<file path="config.mk">
export PLATFORM = sky130hd
export DESIGN_NAME = icache_port_a
export DESIGN_NICKNAME = d
export VERILOG_FILES = /design/src/rtl/icache_port_a.sv
export SDC_FILE = /design/constraint.sdc
export NUM_CORES = 2
export LEC_CHECK = 0
export CAP_MARGIN = 20
export CELL_PAD_IN_SITES_DETAIL_PLACEMENT = 1
export CELL_PAD_IN_SITES_GLOBAL_PLACEMENT = 2
export CORE_ASPECT_RATIO = 0.75
export CORE_MARGIN = 5
export CORE_UTILIZATION = 54
export CTS_BUF_LIST = sky130_fd_sc_hd__clkbuf_8
export DETAILED_ROUTE_END_ITERATION = 10
export GPL_TIMING_DRIVEN = 0
export PLACE_DENSITY = 0.93
export SYNTH_ARGS = -nofsm -noshare
export SYNTH_HDL_FRONTEND = slang
export SYNTH_SLANG_ARGS = --single-unit
</file>
<file path="constraint.sdc">
create_clock -name clk -period 45 [get_ports clk]
set_input_delay 4.5 -clock clk [delete_from_list [all_inputs] [get_ports clk]]
set_output_delay 4.5 -clock clk [all_outputs]
set_load 0.03 [all_outputs]
</file>
<file path="src/rtl/icache_port_a.sv">
// Direct-mapped, read-only instruction cache responding on fetch port A.
// Hits answer in the request cycle; misses fetch a whole 256-bit line from pmem.
module icache_port_a #(
    parameter int s_index  = 3,
    parameter int s_offset = 5
) (
    input  logic         clk,
    input  logic         reset_n,
    input  logic         read_a,
    input  logic [31:0]  address_a,
    output logic [31:0]  rdata_a,
    output logic         resp_a,
    input  logic         flush,
    output logic         pmem_read,
    output logic [31:0]  pmem_address,
    input  logic [255:0] pmem_rdata,
    input  logic         pmem_resp,
    output logic [31:0]  hit_count,
    output logic [31:0]  miss_count,
    input  logic         hit_count_reset,
    input  logic         miss_count_reset
);
    localparam int NLINES = 2 ** s_index;
    localparam int TAG_W  = 32 - s_index - s_offset;

    typedef enum logic {IDLE = 1'b0, FILL = 1'b1} state_t;

    state_t              r_state;
    state_t              w_state_nxt;
    logic [NLINES-1:0]   r_valid;
    logic [TAG_W-1:0]    r_tag  [NLINES];
    logic [255:0]        r_data [NLINES];
    logic [31:0]         r_fill_addr;
    logic [31:0]         r_hit_count;
    logic [31:0]         r_miss_count;

    logic [s_index-1:0]  w_index;
    logic [s_index-1:0]  w_fill_index;
    logic [TAG_W-1:0]    w_tag;
    logic [TAG_W-1:0]    w_fill_tag;
    logic [2:0]          w_word;
    logic                w_hit;
    logic                w_start_fill;
    logic                w_install;
    logic                w_resp;
    logic [31:0]         w_rdata;
    logic [31:0]         w_hit_word;
    logic                w_unused;

    assign w_index      = address_a[s_index+s_offset-1:s_offset];
    assign w_tag        = address_a[31:s_index+s_offset];
    assign w_word       = address_a[s_offset-1:2];
    assign w_fill_index = r_fill_addr[s_index+s_offset-1:s_offset];
    assign w_fill_tag   = r_fill_addr[31:s_index+s_offset];
    assign w_unused     = ^address_a[1:0];

    assign w_hit      = r_valid[w_index] && (r_tag[w_index] == w_tag);
    assign w_hit_word = r_data[w_index][{w_word, 5'b0} +: 32];

    always_comb begin
        w_state_nxt  = r_state;
        w_resp       = 1'b0;
        w_rdata      = '0;
        w_start_fill = 1'b0;
        w_install    = 1'b0;
        case (r_state)
            IDLE: begin
                if (read_a) begin
                    if (w_hit) begin
                        w_resp  = 1'b1;
                        w_rdata = w_hit_word;
                    end else begin
                        w_start_fill = 1'b1;
                        w_state_nxt  = FILL;
                    end
                end
            end
            FILL: begin
                // pmem_resp only matters here; outside FILL it is ignored
                if (pmem_resp) begin
                    w_install   = 1'b1;
                    w_state_nxt = IDLE;
                end
            end
            default: w_state_nxt = IDLE;
        endcase
    end

    always_ff @(posedge clk or negedge reset_n) begin
        if (!reset_n) begin
            r_state     <= IDLE;
            r_fill_addr <= '0;
            r_valid     <= '0;
        end else begin
            r_state <= w_state_nxt;
            if (w_start_fill)
                r_fill_addr <= {address_a[31:s_offset], {s_offset{1'b0}}};
            // a flush coinciding with the install leaves the new line invalid
            if (flush)
                r_valid <= '0;
            else if (w_install)
                r_valid[w_fill_index] <= 1'b1;
        end
    end

    always_ff @(posedge clk) begin
        if (w_install) begin
            r_tag[w_fill_index]  <= w_fill_tag;
            r_data[w_fill_index] <= pmem_rdata;
        end
    end

    always_ff @(posedge clk or negedge reset_n) begin
        if (!reset_n) begin
            r_hit_count  <= '0;
            r_miss_count <= '0;
        end else begin
            if (hit_count_reset)
                r_hit_count <= '0;
            else if (w_resp)
                r_hit_count <= r_hit_count + 32'd1;
            if (miss_count_reset)
                r_miss_count <= '0;
            else if (w_start_fill)
                r_miss_count <= r_miss_count + 32'd1;
        end
    end

    assign resp_a       = w_resp;
    assign rdata_a      = w_rdata;
    assign pmem_read    = (r_state == FILL);
    assign pmem_address = r_fill_addr;
    assign hit_count    = r_hit_count;
    assign miss_count   = r_miss_count;

endmodule
</file>
== Word-level counts from Yosys, hierarchy flattened ==
Memories as Yosys holds them, arrays and structs flattened.
Cells that the tools add are included.

* Eq/ne operators: 1
* Multiplexer cells: 25
* Bitwise logic cells: 2
* Shift operators: 1
* $add $sub $neg: 2
* Order comparisons: 3
* Reduce and logical (&&, ||, !) cells: 5

{| class="wikitable"
|+ Operator list
! cell !! count
|-
| 256-bit by 9-bit variable part select with 32-bit output || 1
|-
| 32-bit two-way mux || 7
|-
| 32-bit by 1-bit adder with 32-bit output (second input constant) || 2
|-
| 24-bit equality test || 1
|-
| 8-bit two-way mux || 2
|-
| 1-bit two-way mux || 13
|-
| 3-bit by 4-bit less-than comparator with 1-bit output (second input constant) || 2
|-
| 8-bit bitwise OR || 1
|-
| 2-bit nonzero test || 3
|-
| 1-bit binary-select mux with 3-bit select || 1
|-
| 1-bit demux with 3-bit select || 1
|-
| 3-bit by 1-bit >= comparator with 1-bit output (second input constant) || 1
|-
| 1-bit logical AND || 2
|-
| 1-bit case mux with 2 select lines || 1
|-
| 1-bit NOT || 1
|}

* Bits in writable memories: 2240
* Memories: 2
* Word-level logic and storage cells: 46
* Flip-flop bits (word level): 100

{| class="wikitable"
|+ Memories
! memory !! depth !! bits a word !! read ports !! clocked after memory_dff !! write ports !! line !! source
|-
| r_data || 8 || 256 || 1 || 0 || 1 || 32 || <nowiki>logic [255:0] r_data [NLINES];</nowiki>
|-
| r_tag || 8 || 24 || 1 || 0 || 1 || 31 || <nowiki>logic [TAG_W-1:0] r_tag [NLINES];</nowiki>
|}

== Depth between registers and ports, before layout ==
* Word-level depth: 8
* Depth in mapped cells: 15
* Gate-level depth less buffers: 8

== Worst setup path before layout ==
Ideal clock, no wire load.

* Kind: input port to flip-flop
* From: input port pmem_resp
* To: memory r_data[1][0] (enable)
* Path buffers: 0
* Stages: 2
* Setup slack: 20194 ps
* Setup time: 1265 ps
* Data arrival time: 23541 ps
* Cells stage by stage: nand3_1 -> nor3_1

* Cells in the longest elaborated chain, start to end: 4

{| class="wikitable"
|+ RTL lines
! element !! line !! source
|-
| start: declaration || 17 || <nowiki>input logic pmem_resp,</nowiki>
|-
| 1-bit two-way mux || 80 || <nowiki>if (pmem_resp) begin</nowiki>
|-
| 1-bit two-way mux || 66 || <nowiki>case (r_state)</nowiki>
|-
| 1-bit two-way mux || 107 || <nowiki>if (w_install) begin</nowiki>
|-
| 1-bit two-way mux (implied by the code) || 109 || <nowiki>r_data[w_fill_index] <= pmem_rdata;</nowiki>
|-
| end: declaration || 32 ||
|}

No other way between the ends.

== Worst setup path in the final report ==
* From: input port address_a[5]
* To: output port rdata_a[8]

* Cells in the longest elaborated chain, start to end: 6

{| class="wikitable"
|+ RTL lines
! element !! line !! source
|-
| start: declaration || 10 || <nowiki>input logic [31:0] address_a,</nowiki>
|-
| parallel branches: the longest is 3 deep, another holds memory 8 x 256 bit || - ||
|-
| 32-bit two-way mux * || 69 || <nowiki>if (w_hit) begin</nowiki>
|-
| 32-bit two-way mux * || 68 || <nowiki>if (read_a) begin</nowiki>
|-
| 32-bit two-way mux * || 66 ||
|-
| end: declaration || 11 || <nowiki>output logic [31:0] rdata_a,</nowiki>
|}

Every way passes the cells marked *. The select of a mux whose other input is x is not followed.

==> flow_summary.yaml <==
outcome:
  status: "completed"
synth:
  yosysWarnings: 0
  yosys.area.top_type: "edfxtp_1"
  synth_most_common_cell: "edfxtp_1"
  yosysUniqueCellTypes: 58
  ys.flop_type: "edfxtp_1"
  synth_seq_cells: 2340
  synth-edff-count: 2240
  synthCells: 3863
  synthTopCellsByCount: "2,240 x edfxtp_1, 687 x mux4_2, 116 x nand2_1, 100 x dfrtp_1, 89 x clkbuf_1"
  synth_area_leaders: "edfxtp_1 75%, mux4_2 17%, dfrtp_1 2.8%"
  synth_top_area_share_pct: 74.61
  seq_area_frac_synth_pct: 77.38
  syn_area_per_cell_um2: 23.34
  netlist_area_mm2: 0.09016
  async_flop_share_pct: 4.274
detailed_routing:
  ant_nets: 0
  routed_via_density: 6.478
  drc_errors: 0
  drtPass1Iterations: 5
  wl_mm: 265.9
  dr.first_iter.drc_count: 6467
  vias: 47610
  wl_per_cell_um: 36.18
cells_and_area:
  fin_nets: 5112
  area_delta_synth_final_pct: 17.80
  n_fill_cell: 13370
  drive_above_1_share_pct: 27.63
  seqCellArea_mm2: 0.06977
  multi_input_area_mm2: 0.01945
  instances_no_fill: 7350
critical_path:
  cpMostUsedCell: "buf_2"
  path_delay_family: "buffers and inverters"
  cp-end-kind: "output pin"
  cp-start-kind: "input port"
  r2r_slack_ps: 41040
  path_cells: "buf_2 > buf_2 > clkbuf_1 > clkbuf_1 > buf_2 > buf_2 > mux4_2 > mux4_2 > a211oi_1 > a211oi_1 > clkdlybuf4s50_1"
  r2r_end: "hit_count[20]"
  worstPathRequired_ps: 40500
  rr_worst_depth: 11
  rr_startpoint: "r_tag[5][17]"
  critPathMaxStageDelay_ps: 730
  path_class: "input port to output pin"
  critPathMaxFanout: 10
  path_buf_inv: 7
  slowest_stage: "clkbuf_1"
  cp.arrival_ps: 10160
placement:
  placed_cells: 6666
  port_buffers: 410
  gp_congestion: 0.8043
  dp_hpwl_mm: 173.4
sta:
  finalClockSkew_ps: 82.28
  slew-limit-headroom_pct: 17.42
  max_freq_mhz: 68.23
  min_period_over_period_pct: 32.57
  worstMarginPinSlew_ps: 1239
  rsz0062_at_grt: "no"
  final_hold_viol_count: 0
  setup-violations-final: 0
  fin_setup_tns_ps: 0
  maxSlewViolCount: 0
  finalHoldWorstSlack_ps: 504.0
  period_needed_ps: 14660
power:
  p_switching_mw: 1.075
  finalPower_mw: 4.484
  power_frac_seq_pct: 55.9
  pwr_density_cell_mw_per_mm2: 42.22
  power_frac_clock_pct: 35.8
  swShare_pct: 23.97
  internal-power_mw: 3.409
  leakagePower_nw: 34.13
  irDropWorstVdd_mv: 0.03915
  power_frac_comb_pct: 8.3
floorplan:
  die_h_um: 363.9
  initial_core_util_pct: 54.50
  dieArea_mm2: 0.1753
  row_count: 129
  io_pins: 425
  core_area_mm2: 0.1654
  dieWidth_um: 481.8
clocking:
  clk_latency_ps: 1090
  cts-root-buf: "clkbuf_8"
  clk_pin_slew_ps: 60
  cts_buffers: 359
  cts_resized: 0
  cts_setup_buffers: 0
  cts_tree: "done"
  hold_buffers: 0
  cts_max_level: 5
  clockBufferDepth: 4
  cts_sinks: 2340
global_routing:
  grt_pass1_vias: 49630
  use_met3_pct: 7.163
  top_usage_layer: "met2"
  antenna_found_initial: 83
  grt_start_max_net_pins: 55
  grt_pass1_wl_mm: 374.6
  track_usage_pct: 30.14
  met2_usage_pct: 48.93
  met1_usage_pct: 39.71
  grt.overflow.total: 0
hold_path:
  hold_depth: 2
  holdPathEnd: "r_valid[2]"
  hp-class: "register to register"
  min_from: "r_valid[2]"
flow_run:
  cap_violations: 0
## cell usage in the layout (no fill, tap or decap), types with 6 or more instances in the layout
| cell type | synthesis | layout |
|---|---|---|
| mux2i_1 | 45 | 45 |
| dfrtp_1 | 100 | 100 |
| a211oi_1 | 41 | 41 |
| or4_1 | 27 | 27 |
| edfxtp_1 | 2240 | 2240 |
| diode_2 | 0 | 60 |
| buf_2 | 70 | 70 |
| nor2_1 | 36 | 30 |
| buf_4 | 9 | 15 |
| nand2_1 | 116 | 116 |
| buf_1 | 40 | 40 |
| buf_8 | 0 | 31 |
| a21oi_1 | 56 | 56 |
| nand3_1 | 24 | 24 |
| clkinv_2 | 0 | 25 |
| o21ai_0 | 25 | 25 |
| xnor2_1 | 13 | 13 |
| o22ai_1 | 10 | 10 |
| inv_1 | 16 | 132 |
| mux4_2 | 687 | 687 |
| mux2_2 | 23 | 23 |
| xor2_1 | 11 | 11 |
| clkbuf_8 | 0 | 368 |
| o31ai_1 | 26 | 26 |
| nand4_1 | 16 | 16 |
| nor2_4 | 0 | 6 |
| or3_1 | 25 | 25 |
| clkdlybuf4s50_1 | 0 | 409 |
| nor2b_1 | 37 | 37 |
| buf_12 | 0 | 72 |
| clkbuf_1 | 89 | 89 |
| buf_6 | 4 | 69 |
| clkinv_1 | 0 | 90 |
## cell type report
class,instances,area share (%)
Sequential cell,2340,65.69
Timing Repair Buffer,587,6.486
Clock buffer,368,4.769
Clock inverter,241,1.023
Multi-Input combinational cell,1299,18.32
Inverter,16,0.05655
Antenna cell,60,0.1414
Tap cell,2227,2.624
Buffer,212,0.8918
## sequential cells by signal, summed over array words and instances, names as in the netlist
| register | count |
|---|---|
| pmem_address | 27 |
| r_data | 2048 |
| r_tag | 192 |
| miss_count | 32 |
| hit_count | 32 |
| pmem_read | 1 |
| r_valid | 8 |
## kinds of logic (layout without fill, tap and decap cells)
kind of cell    after synthesis  after routing  share of synthesized area (%)
compound gates              190            190                          1.389
mux                         756            756                          17.96
buf+inv                     228           1424                          1.117
simple gates                322            322                          1.882
other cells                   1             65                       0.004159
fa+ha+maj                     2              2                        0.02775
xor+xnor                     24             24                         0.2331
flops                      2340           2340                          77.38
## stage by stage
step                      setup WS [ps]  utilization, %  instance area, um^2
after floorplan                   20190               -                90170
after global placement           -259.5           58.67                97060
after detailed placement          30320           60.26                99700
after CTS                         30350           63.98               105800
after global routing              30320           64.17               106200
final                             30340           64.19               106200
## per-layer routing
layer | share of wire [%] | routed length, um | up-vias
met1 | 36 | 95720 | 25350
met3 | 9.2 | 24510 | 589
met2 | 50 | 133800 | 3084
met4 | 4.4 | 11700 | 32
met5 | 0.080 | 214 | -
li1 | - | - | 18560
## how the worst max path moves through the flow
stage                  from             to  slack [ps]  cells past startpoint
6_report       address_a[5]     rdata_a[8]       30340                     11
5_1_grt        address_a[5]    rdata_a[16]       30320                     11
4_1_cts        address_a[5]    rdata_a[31]       30350                     10
3_5_place_dp   address_a[5]     rdata_a[8]       30320                     11
3_3_place_gp      pmem_resp  r_data[0][22]        -260                      3
2_1_floorplan     pmem_resp   r_data[1][0]       20190                      2
## power groups by stage
stage | Combinational (mW) | Clock (mW) | Sequential [mW]
4_1_cts | 0.368 | 1.62 | 2.51
5_1_grt | 0.385 | 1.76 | 2.51
6_report | 0.372 | 1.61 | 2.51
3_3_place_gp | 0.322 | 0 | 2.62
2_1_floorplan | 0.168 | 0 | 2.59
3_5_place_dp | 0.364 | 0 | 2.55
## tightest hold or removal path, cell delays in order, from the launching register on
cell	delay [ps]
dfrtp_1	340
nor2_1	50
nor2_1	70
No activity file was read; power rests on OpenSTA's default activity.
